==> src/rtl/blinky_pkg.sv <==
// Shared definitions for the LED mode sequencer: mode encodings, pattern
// timing constants and the pure next-mode / pattern helpers.
package blinky_pkg;

  typedef enum logic [2:0] {
    MODE_OFF   = 3'd0,
    MODE_SLOW  = 3'd1,
    MODE_FAST  = 3'd2,
    MODE_HEART = 3'd3,
    MODE_ON    = 3'd4
  } mode_t;

  // Phase runs over a 1000 ms period; all pattern windows are in ms.
  localparam int          PHASE_PERIOD    = 1000;
  localparam logic [9:0]  PHASE_LAST      = 10'(PHASE_PERIOD - 1);
  localparam logic [9:0]  SLOW_HALF       = 10'd500;
  localparam int          FAST_PERIOD     = 250;
  localparam logic [7:0]  FAST_LAST       = 8'(FAST_PERIOD - 1);
  localparam logic [7:0]  FAST_HALF       = 8'd125;
  localparam logic [9:0]  HEART_ON0_END   = 10'd100;
  localparam logic [9:0]  HEART_ON1_START = 10'd200;
  localparam logic [9:0]  HEART_ON1_END   = 10'd300;

  // Step to the following mode; unreachable codes fall back to OFF.
  function automatic logic [2:0] next_mode(input logic [2:0] cur);
    case (cur)
      MODE_OFF:   next_mode = MODE_SLOW;
      MODE_SLOW:  next_mode = MODE_FAST;
      MODE_FAST:  next_mode = MODE_HEART;
      MODE_HEART: next_mode = MODE_ON;
      default:    next_mode = MODE_OFF;
    endcase
  endfunction

  // LED level for a mode at a given phase; fast_cnt tracks phase mod 250.
  function automatic logic led_pattern(input logic [2:0] cur,
                                       input logic [9:0] phase,
                                       input logic [7:0] fast_cnt);
    case (cur)
      MODE_SLOW:  led_pattern = (phase < SLOW_HALF);
      MODE_FAST:  led_pattern = (fast_cnt < FAST_HALF);
      MODE_HEART: led_pattern = (phase < HEART_ON0_END) ||
                                ((phase >= HEART_ON1_START) && (phase < HEART_ON1_END));
      MODE_ON:    led_pattern = 1'b1;
      default:    led_pattern = 1'b0;
    endcase
  endfunction

endpackage

==> src/rtl/blinky_debounce.sv <==
// Push-button front end: two-flop synchroniser, ms-quantised debounce
// window and a single-cycle press pulse on each debounced 0->1 change.
module blinky_debounce
  import blinky_pkg::*;
#(
  parameter int debounce_ms = 20
) (
  input  logic clk,
  input  logic rst_n,
  input  logic tick_ms,
  input  logic btn,
  output logic press
);

  localparam logic [7:0] CNT_LAST = 8'(debounce_ms - 1);

  logic       sync1;
  logic       btn_s;
  logic       stable;
  logic [7:0] cnt;
  logic       window_done;

  // Window completes on the tick where the mismatch has lasted debounce_ms ticks.
  assign window_done = tick_ms && (btn_s != stable) && (cnt == CNT_LAST);
  // Combinational so the mode register steps on the same edge stable rises.
  assign press       = window_done && btn_s;

  // Bring the asynchronous button into the clock domain.
  // NOTE: non-blocking assignments make sync1 -> btn_s a true two-stage shift;
  // blocking ones would collapse both flops into one.
  always_ff @(posedge clk or negedge rst_n) begin
    if (!rst_n) begin
      sync1 <= 1'b0;
      btn_s <= 1'b0;
    end else begin
      sync1 <= btn;
      btn_s <= sync1;
    end
  end

  // Count ms ticks while the input disagrees with the accepted state.
  always_ff @(posedge clk or negedge rst_n) begin
    if (!rst_n) begin
      cnt    <= '0;
      stable <= 1'b0;
    end else if (btn_s == stable) begin
      cnt <= '0;
    end else if (window_done) begin
      stable <= btn_s;
      cnt    <= '0;
    end else if (tick_ms) begin
      cnt <= cnt + 8'd1;
    end
  end

endmodule

==> src/rtl/blinky_mode_ctrl.sv <==
// LED mode sequencer: ms time base, debounced button stepping a five-mode
// FSM, a 1000 ms phase counter and the registered LED pattern output.
module blinky_mode_ctrl
  import blinky_pkg::*;
#(
  parameter int clk_freq_hz = 100_000_000,
  parameter int debounce_ms = 20
) (
  input  logic       clk,
  input  logic       rst_n,
  input  logic       btn,
  output logic       q,
  output logic [2:0] mode
);

  localparam int                  TICK_CYCLES = clk_freq_hz / 1000;
  localparam int                  PRESC_W     = $clog2(TICK_CYCLES);
  localparam logic [PRESC_W-1:0]  PRESC_LAST  = PRESC_W'(TICK_CYCLES - 1);

  logic [PRESC_W-1:0] presc;
  logic               tick_ms;
  logic               press;
  logic [9:0]         phase;
  logic [7:0]         fast_cnt;

  assign tick_ms = (presc == PRESC_LAST);

  // Millisecond prescaler, wraps to 0 after the terminal count.
  always_ff @(posedge clk or negedge rst_n) begin
    if (!rst_n)       presc <= '0;
    else if (tick_ms) presc <= '0;
    else              presc <= presc + 1'b1;
  end

  blinky_debounce #(
    .debounce_ms(debounce_ms)
  ) u_debounce (
    .clk     (clk),
    .rst_n   (rst_n),
    .tick_ms (tick_ms),
    .btn     (btn),
    .press   (press)
  );

  // Mode FSM advances once per debounced press.
  always_ff @(posedge clk or negedge rst_n) begin
    if (!rst_n)     mode <= MODE_OFF;
    else if (press) mode <= next_mode(mode);
  end

  // Phase and FAST sub-counter; a mode change wins over a coincident tick.
  always_ff @(posedge clk or negedge rst_n) begin
    if (!rst_n) begin
      phase    <= '0;
      fast_cnt <= '0;
    end else if (press) begin
      phase    <= '0;
      fast_cnt <= '0;
    end else if (tick_ms) begin
      phase    <= (phase == PHASE_LAST) ? 10'd0 : phase + 10'd1;
      fast_cnt <= (fast_cnt == FAST_LAST) ? 8'd0 : fast_cnt + 8'd1;
    end
  end

  // Register the LED level derived from the current mode and phase.
  always_ff @(posedge clk or negedge rst_n) begin
    if (!rst_n) q <= 1'b0;
    else        q <= led_pattern(mode, phase, fast_cnt);
  end

endmodule

==> config.mk <==
export PLATFORM = sky130hd
export DESIGN_NAME = blinky_mode_ctrl
export DESIGN_NICKNAME = d
export VERILOG_FILES = /design/src/rtl/blinky_pkg.sv /design/src/rtl/blinky_debounce.sv /design/src/rtl/blinky_mode_ctrl.sv
export SDC_FILE = /design/constraint.sdc
export NUM_CORES = 1
export LEC_CHECK = 0
export ABC_AREA = 0
export CELL_PAD_IN_SITES_DETAIL_PLACEMENT = 1
export CELL_PAD_IN_SITES_GLOBAL_PLACEMENT = 2
export CORE_ASPECT_RATIO = 0.9
export CORE_MARGIN = 2
export CORE_UTILIZATION = 39
export CTS_CLUSTER_DIAMETER = 40
export CTS_CLUSTER_SIZE = 8
export DETAILED_ROUTE_END_ITERATION = 7
export PLACE_DENSITY = 0.83
export SYNTH_ARGS = -nofsm -noshare
export SYNTH_HDL_FRONTEND = slang
export SYNTH_SLANG_ARGS = --single-unit
==> constraint.sdc <==
create_clock -name clk -period 2.6 [get_ports clk]
set_input_delay 0.52 -clock clk [delete_from_list [all_inputs] [get_ports clk]]
set_output_delay 0.52 -clock clk [all_outputs]
set_load 0.02 [all_outputs]
* Yosys cells after proc, flatten, opt, wreduce, memory -nomap -nowiden
Index checks and enable logic that the tools add are counted.
** Word-level totals
- Register bits after elaboration :: 50
- Bits of input ports :: 3
- Output and inout bits :: 4
- Word-level logic and storage cells :: 50
** Cells by class
- Add/sub/neg operators :: 4
- Order comparisons :: 5
- Equality and inequality tests :: 10
- Multiplexer cells :: 12
- Bitwise gates (word level) :: 1
- Reduce and logical (&&, ||, !) cells :: 9
** Operators with widths (count)
- 8-bit 2-to-1 mux :: 6
- 10-bit 2-to-1 mux :: 3
- 10-bit by 9-bit less-than comparator with 1-bit output, second input constant :: 2
- 17-bit by 1-bit adder with 17-bit output, second input constant :: 1
- 17-bit == test, second input constant :: 1
- 17-bit 2-to-1 mux :: 1
- 8-bit by 1-bit adder with 8-bit output, second input constant :: 2
- 3-bit case mux with 4 select lines :: 1
- 10-bit by 1-bit adder with 10-bit output, second input constant :: 1
- 10-bit == test, second input constant :: 1
- 10-bit by 8-bit greater-or-equal comparator with 1-bit output, second input constant :: 1
- 10-bit by 7-bit less-than comparator with 1-bit output, second input constant :: 1
- 8-bit by 5-bit == test with 1-bit output, second input constant :: 1
- 8-bit == test, second input constant :: 1
- 8-bit by 7-bit less-than comparator with 1-bit output, second input constant :: 1
- 3-bit by 2-bit == test with 1-bit output, second input constant :: 2
- 1-bit logical AND :: 4
- 1-bit case mux with 4 select lines :: 1
- 3-bit by 1-bit == test with 1-bit output, second input constant :: 1
- 3-bit == test, second input constant :: 1
- 3-bit zero test :: 1
- 3-bit nonzero test :: 1
- 2-bit AND reduction :: 1
- 2-bit nonzero test :: 1
- other kinds (4) :: 4

* Depth between registers and ports, before layout
Gate-level depths: netlist of run 1.
- Word-level depth :: 5
- Mapped depth :: 8
- Gate-level depth less buffers :: 6

* Modules after synthesis
A second synthesis of run 1 with hierarchy kept.
** Second synthesis, totals
- Cells, all modules :: 264
- Area, all modules :: 2750.1 um^2
** Modules (own cells, without submodules)
- blinky_mode_ctrl :: times used 1, cells each 213, area each 2185.8 um^2, sequential area each 975.9 um^2
- blinky_debounce :: times used 1, cells each 51, area each 564.3 um^2, sequential area each 275.3 um^2

* Least setup slack after synthesis of run 1
No wires, ideal clock.
- Kind :: register -> register
- From :: reg presc[12]
- To :: reg u_debounce.cnt[5]
- Setup time :: 0.079 ns
- Arrival :: 2.228 ns
- Required time :: 2.521 ns
- Path slack :: 0.293 ns
- Cell stages (with the launch flop) :: 6
- Buffers on the path :: 1
- Period minus slack after synthesis :: 2.307 ns
- Path through :: dfrtp_1 -> or4b_4 -> or4_4 -> buf_6 -> or4_1 -> a21oi_1
** On the way
- Longest elaborated chain between the ends :: 5
- Elaborated cells on any way between the ends :: 6
- Those cells by class :: eq/ne: 1; mux: 2; reduce/logical: 3
** Ends and longest elaborated chain
- start, declared :: RTL line blinky_mode_ctrl.sv:20 : logic [PRESC_W-1:0] presc;
- start signal, assigned :: RTL line blinky_mode_ctrl.sv:32 : else presc <= presc + 1'b1;
- 17-bit == test (*) :: RTL line blinky_mode_ctrl.sv:26 : assign tick_ms = (presc == PRESC_LAST);
- 1-bit logical AND (2 in a row) :: RTL line blinky_debounce.sv:24 : assign window_done = tick_ms && (btn_s != stable) && (cnt == CNT_LAST);
- 8-bit 2-to-1 mux :: RTL line blinky_debounce.sv:48 : end else if (window_done) begin
- 8-bit 2-to-1 mux :: RTL line blinky_debounce.sv:46 : end else if (btn_s == stable) begin
- end signal, assigned :: RTL line blinky_debounce.sv:52 : cnt <= cnt + 8'd1;
- end, declared :: RTL line blinky_debounce.sv:20 : logic [7:0] cnt;
Every way passes the cells marked *; elsewhere a longest branch is shown, timed or not.
A chain may end at the register's enable or synchronous reset.

* Final worst setup path of run 1
Ends and elaborated chain as after synthesis.

==> results.py, run 1 <==
metrics = {
    "cts": {
        "cts_hold_buf": 0,
        "cts_resized": 0,
        "insertion_delay_ns": 0.30,
        "cts_tree": "built",
        "htreeDepth": 2,
        "root_buffer": "clkbuf_8",
        "cts_sinks": 50,
        "cts_buffers": 5,
        "clk_pin_slew_ns": 0.09,
        "cts_setup_buffers": 0,
        "clock_path_buffers": 2,
    },
    "synth": {
        "synth-seq-cells": 50,
        "synth_ff_type": "dfrtp_1",
        "synth-simple-area-share": 0.256,
        "ys_seq_area_frac": 0.469,
        "synth-compound-area-share": 0.150,
        "synth.avg_cell_area_um2": 9.48,
        "syn-cell-area_um2": 2670,
        "synth_xor_area_frac": 0.0460,
        "synthMuxAreaShare": 0.00798,
        "synthAdderAreaFrac": 0.0329,
        "yosys_warnings": 0,
        "synth_top_area_frac": 0.469,
        "syn_inst": 281,
        "syn_nets": 291,
        "synth_top_family_by_area": "simple AND/OR/NAND/NOR gates",
        "yosysUniqueCellTypes": 49,
        "synth_edf_count": 0,
        "yosys.area.top_type": "dfrtp_1",
        "synth-async-reset-ratio": 1.00,
        "synth.area.top_cells": "dfrtp_1 47%, nand2_1 4.5%, nand4_1 4.0%, nand3_1 3.8%, ha_1 3.3%",
    },
    "setup_path": {
        "critPathMaxStageDelay_ns": 0.71,
        "crit_buf_inv": 0,
        "start_kind": "flip-flop",
        "worstSetupEndpointType": "flip-flop",
        "critPathArrivalTime_ns": 2.70,
        "cp_slowest_cell": "or4_4",
        "crit_type": "flip-flop to flip-flop",
        "crit_family": "simple AND/OR/NAND/NOR gates",
        "cp_max_fo": 26,
        "critPathRequiredTime_ns": 2.83,
        "cp_cell_sequence": "or4b_4 -> or4_4 -> or4_1 -> a21oi_1",
    },
    "route": {
        "vias": 2162,
        "wl_mm": 6.21,
        "drc": 0,
        "drtIter0Drc": 50,
        "routed_via_density": 5.67,
        "drt_pre_antenna_iters": 4,
        "ant_nets": 0,
        "wl_per_cell_um": 16.3,
    },
    "global_route": {
        "grt_start_max_net_pins": 27,
        "antenna_found_initial": 0,
        "first_global_vias": 2166,
        "grt_first_pass_wirelength_mm": 11.0,
        "grt_usage": 0.185,
        "overflow": 0,
    },
    "floorplan": {
        "placementRows": 28,
        "coreArea_um2": 6590,
        "dieArea_um2": 7510,
        "die_width_um": 91.1,
        "start_util": 0.405,
        "ios": 7,
        "die_h_um": 82.4,
    },
    "flow_run": {
        "cap_viol_max_count": 0,
    },
    "layout": {
        "post-route-util": 0.448,
        "multi_input_area_um2": 1320,
        "area_growth_syn_to_layout_pct": 10.6,
        "drive_above_1_share": 0.0687,
        "fill_cells": 795,
        "diodes": 0,
        "mostFrequentLayoutCells": "50 x dfrtp_1, 32 x nand2_1, 20 x nand3_1",
        "fin_nets": 300,
        "final_area_um2": 2950,
        "final_common_cell": "dfrtp_1",
        "seq_area_um2": 1250,
    },
    "sta": {
        "fin_skew_ns": 0.00587,
        "setup_viol_count_final": 0,
        "hold_violations": 0,
        "slew_viol_final": 0,
        "rsz0062_at_grt": "false",
        "whs_ns": 0.109,
        "slew_headroom": 0.497,
        "fin_crit_sh": 0.951,
        "fmax_ghz": 0.405,
        "tightest_slew_ns": 0.749,
        "tns_ns": 0,
        "period_needed_ns": 2.47,
    },
    "placement": {
        "hpwl_mm": 4.38,
        "routabilityCongestion": 0.760,
        "port_buffers": 6,
        "postPlaceCellArea_um2": 2840,
    },
    "hold_path": {
        "min_path_type": "input port to async pin",
    },
    "power": {
        "vdd_drop_max_mv": 0.281,
        "p_leak_nw": 1.17,
        "finalPower_w": 0.00135,
        "power_per_cell_area_nw_per_um2": 458,
    },
    "outcome": {
        "status": "finished, final reports clean",
    },
}
metal layers:
| metal | wire length [µm] | global-route usage | vias up |
|---|---|---|---|
| met5 | 0 | 0 | - |
| met4 | 64 | 0.0561 | 0 |
| met3 | 131 | 0.0372 | 4 |
| met2 | 2770 | 0.286 | 13 |
| met1 | 3250 | 0.266 | 1082 |
| li1 | - | - | 1063 |
cell usage after synthesis, types with 3 or more instances:
cell type	n
a21oi_1	13
a31oi_1	5
and4_1	5
clkbuf_1	9
dfrtp_1	50
ha_1	7
inv_1	11
nand2_1	32
nand3_1	20
nand4_1	17
nor2_1	13
nor3_1	5
o211ai_1	4
o21a_1	3
o21ai_0	17
o22ai_1	3
o311ai_0	3
o31ai_1	6
or3_1	6
or4_1	4
xnor2_1	6
xor2_1	8
power breakdown:
| part | internal [W] | total [W] | switching [W] |
|---|---|---|---|
| clock network | 0.000288 | 0.000547 | 0.000259 |
| logic | 0.00000471 | 0.0000232 | 0.0000185 |
| registers | 0.000778 | 0.000779 | 0.000000792 |
| total | 0.00107 | 0.00135 | 0.000278 |
through the flow:
stage	cells	worst slack, ns
CTS	381	0.114
finish	381	0.129
global placement	373	0.166
global route	381	0.0259
detailed placement	373	0.135
floorplan	281	0.293
sequential cells by signal, indices dropped and copies added (netlist names):
signal / count
u_debounce.cnt: 8
u_debounce.btn_s: 1
mode: 3
fast_cnt: 8
u_debounce.stable: 1
presc: 17
q: 1
u_debounce.sync1: 1
phase: 10
area by class of cell:
| class | instances | area share |
|---|---|---|
| clock buffers | 7 | 0.0259 |
| multi-input cells | 208 | 0.448 |
| clock inverters | 1 | 0.0102 |
| repair buffers | 14 | 0.0390 |
| flip-flops and latches | 50 | 0.424 |
| inverters | 11 | 0.0140 |
| well taps | 90 | 0.0382 |
path summary, 6_finish.rpt:
check	startpoint	to	slack, ns	depth (start not counted)
setup / recovery	presc[12]$_DFF_PN0_	u_debounce.cnt[5]$_DFFE_PN0P_	0.13	4
hold / removal	rst_n	u_debounce.cnt[7]$_DFFE_PN0P_	0.11	1
setup reg to reg	presc[12]$_DFF_PN0_	u_debounce.cnt[5]$_DFFE_PN0P_	0.13	4
hold reg to reg	u_debounce.sync1$_DFF_PN0_	u_debounce.btn_s$_DFF_PN0_	0.36	0
max in group asynchronous	rst_n	presc[14]$_DFF_PN0_	1.89	2
min in group clk	u_debounce.sync1$_DFF_PN0_	u_debounce.btn_s$_DFF_PN0_	0.36	0
worst register-to-register path: stages (launching register included):
cell	delay [ns]
dfrtp_1	0.42
or4b_4	0.57
or4_4	0.71
or4_1	0.55
a21oi_1	0.15
logic make-up after synthesis:
group,Yosys count
adder cells (fa/ha/maj),7
AO/OA/AOI/OAI,63
multiplexers,2
AND/OR/NAND/NOR,122
XOR/XNOR,14
flip-flops,50
buffers and inverters,23
No activity file was read; power rests on OpenSTA's default activity.
==> run 2: changes to the inputs <==
- ABC_AREA: 0 -> 1
- CORE_UTILIZATION: 39 -> 38
- CTS_BUF_LIST: not set -> sky130_fd_sc_hd__clkbuf_8
- PLACE_DENSITY: 0.83 -> 0.87
- SYNTH_HIERARCHICAL: not set -> 1
==> results.py, run 2 <==
metrics = {
    "cts": {
        "cts_hold_buf": 0,
        "cts_buffers": 5,
        "clk_pin_slew_ns": 0.09,
        "root_buffer": "clkbuf_8",
        "htreeDepth": 2,
        "cts_sinks": 50,
        "cts_resized": 0,
        "cts_tree": "built",
        "cts_setup_buffers": 0,
        "clock_path_buffers": 2,
        "insertion_delay_ns": 0.31,
    },
    "setup_path": {
        "cp_cell_sequence": "inv_1 -> nand2_1 -> nor3_1 -> nand3_1 -> nor2_4 -> inv_2 -> nor2_4 -> nand3_1 -> inv_1 -> inv_1 -> nand2_4 -> inv_4 -> nand2_1 -> nand2_1",
        "crit_buf_inv": 5,
        "critPathArrivalTime_ns": 2.39,
        "cp.depth": 14,
        "r2r_end": "phase[8]$_DFFE_PN0P_",
        "rrSetupSlack_ns": 0.42,
        "critPathMaxStageDelay_ns": 0.43,
        "r2r_start": "presc[8]$_DFF_PN0_",
        "crit_type": "flip-flop to flip-flop",
        "start_kind": "flip-flop",
        "ff2ff_path_depth": 14,
        "worstSetupEndpointType": "flip-flop",
        "critPathRequiredTime_ns": 2.81,
        "crit_family": "simple AND/OR/NAND/NOR gates",
        "cp_slowest_cell": "dfrtp_1",
        "cp_max_fo": 15,
    },
    "layout": {
        "final_cells": 519,
        "post-route-util": 0.421,
        "area_growth_syn_to_layout_pct": 9.05,
        "top_register": "presc",
        "mostFrequentLayoutCells": "113 x nand2_1, 54 x inv_1, 50 x dfrtp_1",
        "fin_nets": 430,
        "drive_above_1_share": 0.0976,
        "final_common_cell": "nand2_1",
        "largestRegisters": "presc: 17 flops, phase: 10 flops",
        "final_area_um2": 3350,
        "fill_cells": 1014,
        "diodes": 0,
        "largest_reg_flops": 17,
    },
    "synth": {
        "yosys-top-cells-count": "113 x nand2_1, 53 x inv_1, 50 x dfrtp_1, 42 x nor2_1, 31 x nand3_1",
        "yosys.area.top_type": "dfrtp_1",
        "yosysUniqueCellTypes": 37,
        "syn_nets": 421,
        "synth.area.top_cells": "dfrtp_1 41%, nand2_1 14%, inv_1 6.5%, nor2_1 5.1%, nand3_1 5.1%",
        "synth-seq-cells": 50,
        "synth.avg_cell_area_um2": 7.49,
        "synth_ff_type": "dfrtp_1",
        "synth-async-reset-ratio": 1.00,
        "synth_edf_count": 0,
        "synth_top_area_frac": 0.407,
        "syn_inst": 410,
        "yosys_warnings": 6,
        "synth.most_common_cell": "nand2_1",
        "syn-cell-area_um2": 3070,
        "ys_seq_area_frac": 0.407,
    },
    "global_route": {
        "grt_start_max_net_pins": 51,
        "overflow": 0,
        "antenna_found_initial": 0,
        "grt_first_pass_wirelength_mm": 12.4,
        "first_global_vias": 2590,
        "grt_usage": 0.176,
    },
    "route": {
        "wl_mm": 7.24,
        "met1Wirelength_mm": 3.70,
        "ant_nets": 0,
        "wl_met3_um": 191,
        "routed-wl-met2_mm": 3.24,
        "highest_layer": "met4",
        "routed_via_density": 5.02,
        "wl_per_cell_um": 13.9,
        "drt_pre_antenna_iters": 5,
        "vias": 2604,
        "drc": 0,
        "drtIter0Drc": 48,
    },
    "power": {
        "vdd_drop_max_mv": 0.244,
        "combPwrFrac": 0.020,
        "power.share.switching": 0.211,
        "internal_power_w": 0.00107,
        "clkPwrFrac": 0.404,
        "switchingPower_w": 0.000286,
        "seqPwrFrac": 0.576,
        "p_leak_nw": 1.64,
        "power_per_cell_area_nw_per_um2": 404,
    },
    "floorplan": {
        "start_util": 0.386,
        "die_h_um": 89.3,
        "coreArea_um2": 7950,
        "dieArea_um2": 8820,
        "ios": 7,
        "placementRows": 31,
        "die_width_um": 98.8,
    },
    "placement": {
        "routabilityCongestion": 0.791,
        "hpwl_mm": 5.53,
        "placedCellCount": 511,
        "port_buffers": 6,
        "postPlaceCellArea_um2": 3240,
    },
    "sta": {
        "slew_headroom": 0.778,
        "fmax_ghz": 0.459,
        "rsz0062_at_grt": "false",
        "setup_viol_count_final": 0,
        "tightest_slew_ns": 0.332,
        "period_needed_ns": 2.18,
        "slew_viol_final": 0,
        "hold_violations": 0,
        "fin_skew_ns": 0.0104,
        "fin_crit_sh": 0.838,
        "tns_ns": 0,
    },
    "hold_path": {
        "min_path_type": "input port to async pin",
    },
    "flow_run": {
        "cap_viol_max_count": 0,
    },
    "outcome": {
        "status": "finished, final reports clean",
    },
}
-- run 2: layout make-up --
| cell class | count | area, µm² | share of cell area |
|---|---|---|---|
| Clock inverter | 3 | 41.3 | 0.0123 |
| Clock buffer | 5 | 68.8 | 0.0206 |
| Multi-Input combinational cell | 295 | 1550 | 0.463 |
| Sequential cell | 50 | 1250 | 0.374 |
| Inverter | 57 | 216 | 0.0646 |
| Tap cell | 99 | 124 | 0.0370 |
| Timing Repair Buffer | 10 | 97.6 | 0.0291 |
-- run 2: logic make-up (layout without fill, tap and decap cells) --
| logic type | after synthesis | in the layout | synth area share |
|---|---|---|---|
| xor+xnor | 19 | 19 | 0.0542 |
| fa+ha+maj | 8 | 8 | 0.0326 |
| buf+inv | 65 | 75 | 0.0880 |
| compound gates | 30 | 30 | 0.0619 |
| simple gates | 238 | 238 | 0.356 |
| flops | 50 | 50 | 0.407 |
-- run 2: how the worst max path moves through the flow --
stage                   startpoint                       to  slack (ns)
6_report        presc[8]$_DFF_PN0_     phase[8]$_DFFE_PN0P_        0.42
5_1_grt         presc[8]$_DFF_PN0_     phase[7]$_DFFE_PN0P_        0.16
4_1_cts         presc[8]$_DFF_PN0_  fast_cnt[1]$_DFFE_PN0P_        0.38
3_5_place_dp    presc[8]$_DFF_PN0_     phase[8]$_DFFE_PN0P_        0.40
3_3_place_gp    presc[8]$_DFF_PN0_  fast_cnt[0]$_DFFE_PN0P_        0.45
2_1_floorplan  presc[13]$_DFF_PN0_     phase[3]$_DFFE_PN0P_        0.49
-- run 2: metal layers --
metal | GRT usage | vias to the layer above
met5 | 0 | -
met4 | 0.0598 | 0
met3 | 0.0321 | 9
met2 | 0.290 | 24
met1 | 0.238 | 1253
li1 | - | 1318
-- run 2: metrics by stage --
step,setup slack (ns),power (W),hold WS (ns)
2_1_floorplan,0.486,0.000800,0.224
4_1_cts,0.379,0.00138,0.191
3_5_place_dp,0.405,0.000824,0.343
6_report,0.422,0.00135,0.178
5_1_grt,0.165,0.00141,0.198
3_3_place_gp,0.454,0.000824,0.341
-- run 2: power groups by stage --
stage	registers, W	logic (W)	clock network [W]
final	0.000780	0.0000275	0.000547
after CTS	0.000780	0.0000292	0.000572
after global routing	0.000780	0.0000316	0.000597
after global placement	0.000795	0.0000290	0
after floorplan	0.000795	0.00000531	0
after detailed placement	0.000795	0.0000292	0
==> run 3: changes to the inputs <==
- CORE_UTILIZATION: 38 -> 34
- PLACE_DENSITY: 0.87 -> 0.82
- clock period: 2.6 -> 2 ns (I/O delays scaled with it)
==> results.py, run 3 (synthesis results as in run 2) <==
metrics = {
    "outcome": {
        "status": "finished, final reports clean",
    },
    "floorplan": {
        "ios": 7,
        "coreArea_um2": 8690,
        "dieArea_um2": 9810,
        "start_util": 0.353,
        "placementRows": 32,
        "die_width_um": 104,
        "die_h_um": 94.2,
    },
    "sta": {
        "setup_viol_count_final": 0,
        "period_needed_ns": 1.91,
        "tightest_slew_ns": 0.350,
        "fmax_ghz": 0.524,
        "setup_slack_ns": 0.0899,
        "fin_skew_ns": 0.00973,
        "slew_headroom": 0.766,
        "rsz0062_at_grt": "true",
        "hold_violations": 0,
        "slew_viol_final": 0,
        "fin_crit_sh": 0.955,
    },
    "cts": {
        "cts_buffers": 5,
        "insertion_delay_ns": 0.30,
        "cts_sinks": 50,
        "clk_pin_slew_ns": 0.10,
        "cts_tree": "built",
        "root_buffer": "clkbuf_8",
        "clock_path_buffers": 2,
        "htreeDepth": 2,
    },
    "power": {
        "p_leak_nw": 1.75,
        "power.share.switching": 0.231,
        "combPwrFrac": 0.021,
        "power_per_cell_area_nw_per_um2": 471,
        "switchingPower_w": 0.000391,
        "internal_power_w": 0.00130,
        "vdd_drop_max_mv": 0.368,
        "clkPwrFrac": 0.379,
        "seqPwrFrac": 0.599,
        "finalPower_w": 0.00169,
    },
    "layout": {
        "area_growth_syn_to_layout_pct": 16.9,
        "fin_nets": 451,
        "top_register": "presc",
        "multi_input_area_um2": 1590,
        "final_common_cell": "nand2_1",
        "diodes": 0,
        "fill_cells": 1098,
        "seq_area_um2": 1250,
        "largest_reg_flops": 17,
        "mostFrequentLayoutCells": "113 x nand2_1, 50 x inv_1, 50 x dfrtp_1",
        "largestRegisters": "presc: 17 flops, phase: 10 flops",
        "drive_above_1_share": 0.161,
    },
    "setup_path": {
        "critPathArrivalTime_ns": 2.15,
        "crit_type": "flip-flop to flip-flop",
        "start_kind": "flip-flop",
        "cp_max_fo": 7,
        "worstSetupEndpointType": "flip-flop",
        "critPathRequiredTime_ns": 2.24,
    },
    "flow_run": {
        "cap_viol_max_count": 0,
    },
    "global_route": {
        "grt_start_max_net_pins": 24,
        "grt_first_pass_wirelength_mm": 13.2,
        "first_global_vias": 2758,
        "grt_usage": 0.168,
        "antenna_found_initial": 0,
        "overflow": 0,
    },
    "placement": {
        "hpwl_mm": 5.82,
        "routabilityCongestion": 0.827,
        "dp_slack_ns": 0.0262,
        "port_buffers": 6,
    },
    "route": {
        "drc": 0,
        "wl_per_cell_um": 13.7,
        "drtIter0Drc": 60,
        "drt_pre_antenna_iters": 4,
        "routed_via_density": 4.72,
        "wl_mm": 7.68,
        "vias": 2641,
        "ant_nets": 0,
    },
    "hold_path": {
        "min_path_type": "flip-flop to flip-flop",
    },
}
==> run 3: changes by cell type in the layout (fill, tap and decap cells not counted), sizes merged <==
cell and delta:
dlygate4sd3 +1, inv -1, clkinv +1, bufinv -1
buf +20, clkbuf +1
==> run 3: final timing paths <==
| path | from | to | slack, ns | cells after the start |
|---|---|---|---|---|
| worst max register to register | presc[12]$_DFF_PN0_ | phase[7]$_DFFE_PN0P_ | 0.09 | 13 |
| worst max-delay path | presc[12]$_DFF_PN0_ | phase[7]$_DFFE_PN0P_ | 0.09 | 13 |
| worst min-delay path | u_debounce/sync1$_DFF_PN0_ | u_debounce/btn_s$_DFF_PN0_ | 0.40 | 0 |
| max in group asynchronous | rst_n | phase[2]$_DFFE_PN0P_ | 0.85 | 3 |
| min in group asynchronous | rst_n | u_debounce/cnt[2]$_DFFE_PN0P_ | 0.53 | 2 |
| worst min register to register | u_debounce/sync1$_DFF_PN0_ | u_debounce/btn_s$_DFF_PN0_ | 0.40 | 0 |
==> run 3: stage by stage <==
| stage | area [µm²] | hold slack, ns | util | setup TNS [ns] | cells |
|---|---|---|---|---|---|
| 5_1_grt | 3590 | 0.400 | 0.413 | -0.120 | 560 |
| 4_1_cts | 3490 | 0.399 | 0.401 | 0 | 553 |
| 6_report | 3590 | 0.398 | 0.413 | 0 | 560 |
| 3_3_place_gp | 3370 | 0.329 | 0.387 | 0 | 544 |
| 3_5_place_dp | 3370 | 0.333 | 0.387 | 0 | 544 |
| 2_1_floorplan | 3090 | 0.104 | - | 0 | 410 |
==> run 3: timing repair <==
action	CTS	global route
pin swaps	0	8
hold endpoints to repair	8	0
setup buffers	0	7
resized for setup	2	10
hold buffers	1	0
endpoints found under the setup margin	13	18
==> run 3: final cells by class <==
cell class / instances / area share
clock buffers: 6 / 0.0230
clock inverters: 2 / 0.00349
inverters: 57 / 0.0631
multi-input cells: 295 / 0.443
flip-flops and latches: 50 / 0.349
well taps: 119 / 0.0415
repair buffers: 31 / 0.0774
==> run 3: power groups by stage <==
stage                     sequential, W  clock, W  combinational (W)
after floorplan                 0.00103         0         0.00000690
after detailed placement        0.00103         0          0.0000370
after global routing            0.00101  0.000705          0.0000419
after global placement          0.00103         0          0.0000365
after CTS                       0.00101  0.000670          0.0000386
final                           0.00101  0.000642          0.0000356
==> run 3: routing by layer <==
metal  routed length [µm]  vias up  global-route usage  part of all wire
li1                     -     1353                   -                 -
met1                 3800     1266               0.221              0.49
met2                 3700       18               0.294              0.48
met3                  134        4              0.0250             0.017
met4                   53        0              0.0338            0.0069
met5                    0        -                   0                 0
==> run 3: critical path, stage by stage (launching register included) <==
cell and delay [ns]:
dfrtp_1 0.39, or2_4 0.26, nor3_4 0.22, inv_2 0.07, nor2_4 0.13, inv_2 0.05, nor2_4 0.11, nand3_2 0.08
inv_2 0.10, inv_6 0.06, nand2_8 0.09, buf_12 0.12, nand3_1 0.09, nand2_1 0.07
==> variant (config.mk and constraints of run 1) <==
Set the package constant `FAST_PERIOD` to 125 (it was 250).
--- a/src/rtl/blinky_pkg.sv
+++ b/src/rtl/blinky_pkg.sv
@@ -15,5 +15,5 @@
   localparam logic [9:0]  PHASE_LAST      = 10'(PHASE_PERIOD - 1);
   localparam logic [9:0]  SLOW_HALF       = 10'd500;
-  localparam int          FAST_PERIOD     = 250;
+  localparam int          FAST_PERIOD     = 125;
   localparam logic [7:0]  FAST_LAST       = 8'(FAST_PERIOD - 1);
   localparam logic [7:0]  FAST_HALF       = 8'd125;
Formal check against the unedited RTL: no difference found for any inputs over 10 cycles, from zero or initial values and one cycle with rst_n low; that may be too few to reach the edited logic, so the function may still have changed.
==> variant against run 1 <==
  * Wire length rose by 4.4%
  * Largest power group unchanged
  * Die area rose by 1.3%
  * Power rose by 0.54%
  * Sequential share of layout area fell by 0.34 points
  * Critical endpoint is now u_debounce.cnt[6]$_DFFE_PN0P_
  * Final area rose by 0.81%
  * Synthesized cell count rose by 1.4%
  * Setup slack improved by 210 ps
  * Area after synthesis rose by 1.3%
  * Clock power rose by 1%
  * Sequential cell count did not move
==> variant: results (changes against run 1) <==
synthesized area per cell=9.47 µm² (-0.11%); top cells by count, synth=dfrtp_1, nand2_1, inv_1, nand3_1, o21ai_0; CTS resizes=0 (unchanged); Net Sw Power=0.285 mW (+2.2%); Relative slew margins=0.496 (-0.000539); global-route wire length before repair=11300 µm (+2.4%); GR Util All Layers=0.184 (-0.000946); Detailed Route WL=6490 µm (+4.4%); Top power group=sequential cells; leakage=1.14 nW (-3.1%); DRT iter0 DRCs=70 (+40%); gpl congestion=0.821 (+8.1%); Seq pwr share=0.574 (-0.003); clock-pin slew on the worst setup and hold paths=90 ps (about the same); Worst Reg-to-Reg Cells=5 (+1); initial antenna violation count=0 (unchanged); post-synthesis sequential area ratio=0.463 (-0.00609); HPWL Detailed=4610 µm (+5.4%); clock-net power=0.553 mW (+1%); vias in the first global route=2274 (+5.0%); Placed Instance Area=2870 µm² (+0.84%); n_diodes=0 (unchanged); PortBufs=6 (unchanged); Peak VDD IR=0.192 mV (-32%); drt first pass iters=4 (unchanged); pre-CTS WS=364 ps (+229 ps); Worst Skew=5.55 ps (-0.314 ps); Area contributors post-synth=dfrtp_1, nand3_1, nand2_1, inv_1, ha_1; Async S/R FF share, synth=1.00 (unchanged); Via Count=2172 (+0.46%); root buf cell=clkbuf_8; biggest regs=presc: 17 flops, phase: 10 flops; Wirelength per Cell=16.9 µm (+3.9%); fin nets=301 (+0.33%); fraction of layout cells with a size suffix above 1=0.0683 (-0.000469); synthesized net count=294 (+1.0%); critical path data arrival time=2500 ps (-200 ps); outcome=finished clean; Final ANT Viol Nets=0 (unchanged); hold crit path type=input pin to asynchronous set/reset pin; Worst Path Max Fanout=14 (-46%); synth unique cells=50 (+2.0%); Cells after DPL=375 (+0.54%); Num CTS Buffers=5 (unchanged); worst skew pair latency=310 ps; Clock Tree Buf Depth=2 (unchanged); buffer count from post-CTS setup fixing=0 (unchanged)
[variant: cell type report]
cell class / instances / area, µm²
clock buffer: 7 / 76.3
clock inverter: 1 / 30.0
fill: 780 / 3680
inverter: 23 / 86.3
multi-input combinational: 200 / 1300
sequential: 50 / 1250
tap: 90 / 113
timing repair buffer: 12 / 113
[variant: worst paths after layout]
check,endpoint,from,slack (ps)
worst max-delay path,u_debounce.cnt[6]$_DFFE_PN0P_,presc[0]$_DFF_PN0_,340
worst max register to register,u_debounce.cnt[6]$_DFFE_PN0P_,presc[0]$_DFF_PN0_,340
max in group asynchronous,presc[11]$_DFF_PN0_,rst_n,1820
worst min-delay path,fast_cnt[3]$_DFFE_PN0P_,rst_n,210
worst min register to register,u_debounce.btn_s$_DFF_PN0_,u_debounce.sync1$_DFF_PN0_,380
min in group clk,u_debounce.btn_s$_DFF_PN0_,u_debounce.sync1$_DFF_PN0_,380
[variant: per-layer routing]
metal,up-vias,track usage,share of wire
li1,1066,-,-
met1,1083,0.269,0.51
met2,15,0.281,0.46
met3,8,0.0272,0.019
met4,0,0.0597,0.013
met5,-,0,0
[variant: logic make-up (layout without fill, tap and decap cells)]
kind of cell	Yosys count	after routing	synth area share
buf+inv	35	43	0.0542
fa+ha+maj	6	6	0.0278
xor+xnor	14	14	0.0454
flops	50	50	0.463
mux	2	2	0.00788
compound gates	64	64	0.147
simple gates	114	114	0.254
[variant: metrics by stage]
stage           util  total power, mW
2_1_floorplan      -            0.797
3_3_place_gp   0.430            0.820
3_5_place_dp   0.430            0.821
4_1_cts        0.446             1.38
5_1_grt        0.446             1.40
6_report       0.446             1.36
[variant: critical path, stage by stage (launching register included)]
cell	delay [ps]
dfrtp_1	400
ha_1	210
and4_1	410
nand4_2	400
or4_1	620
a21oi_1	150
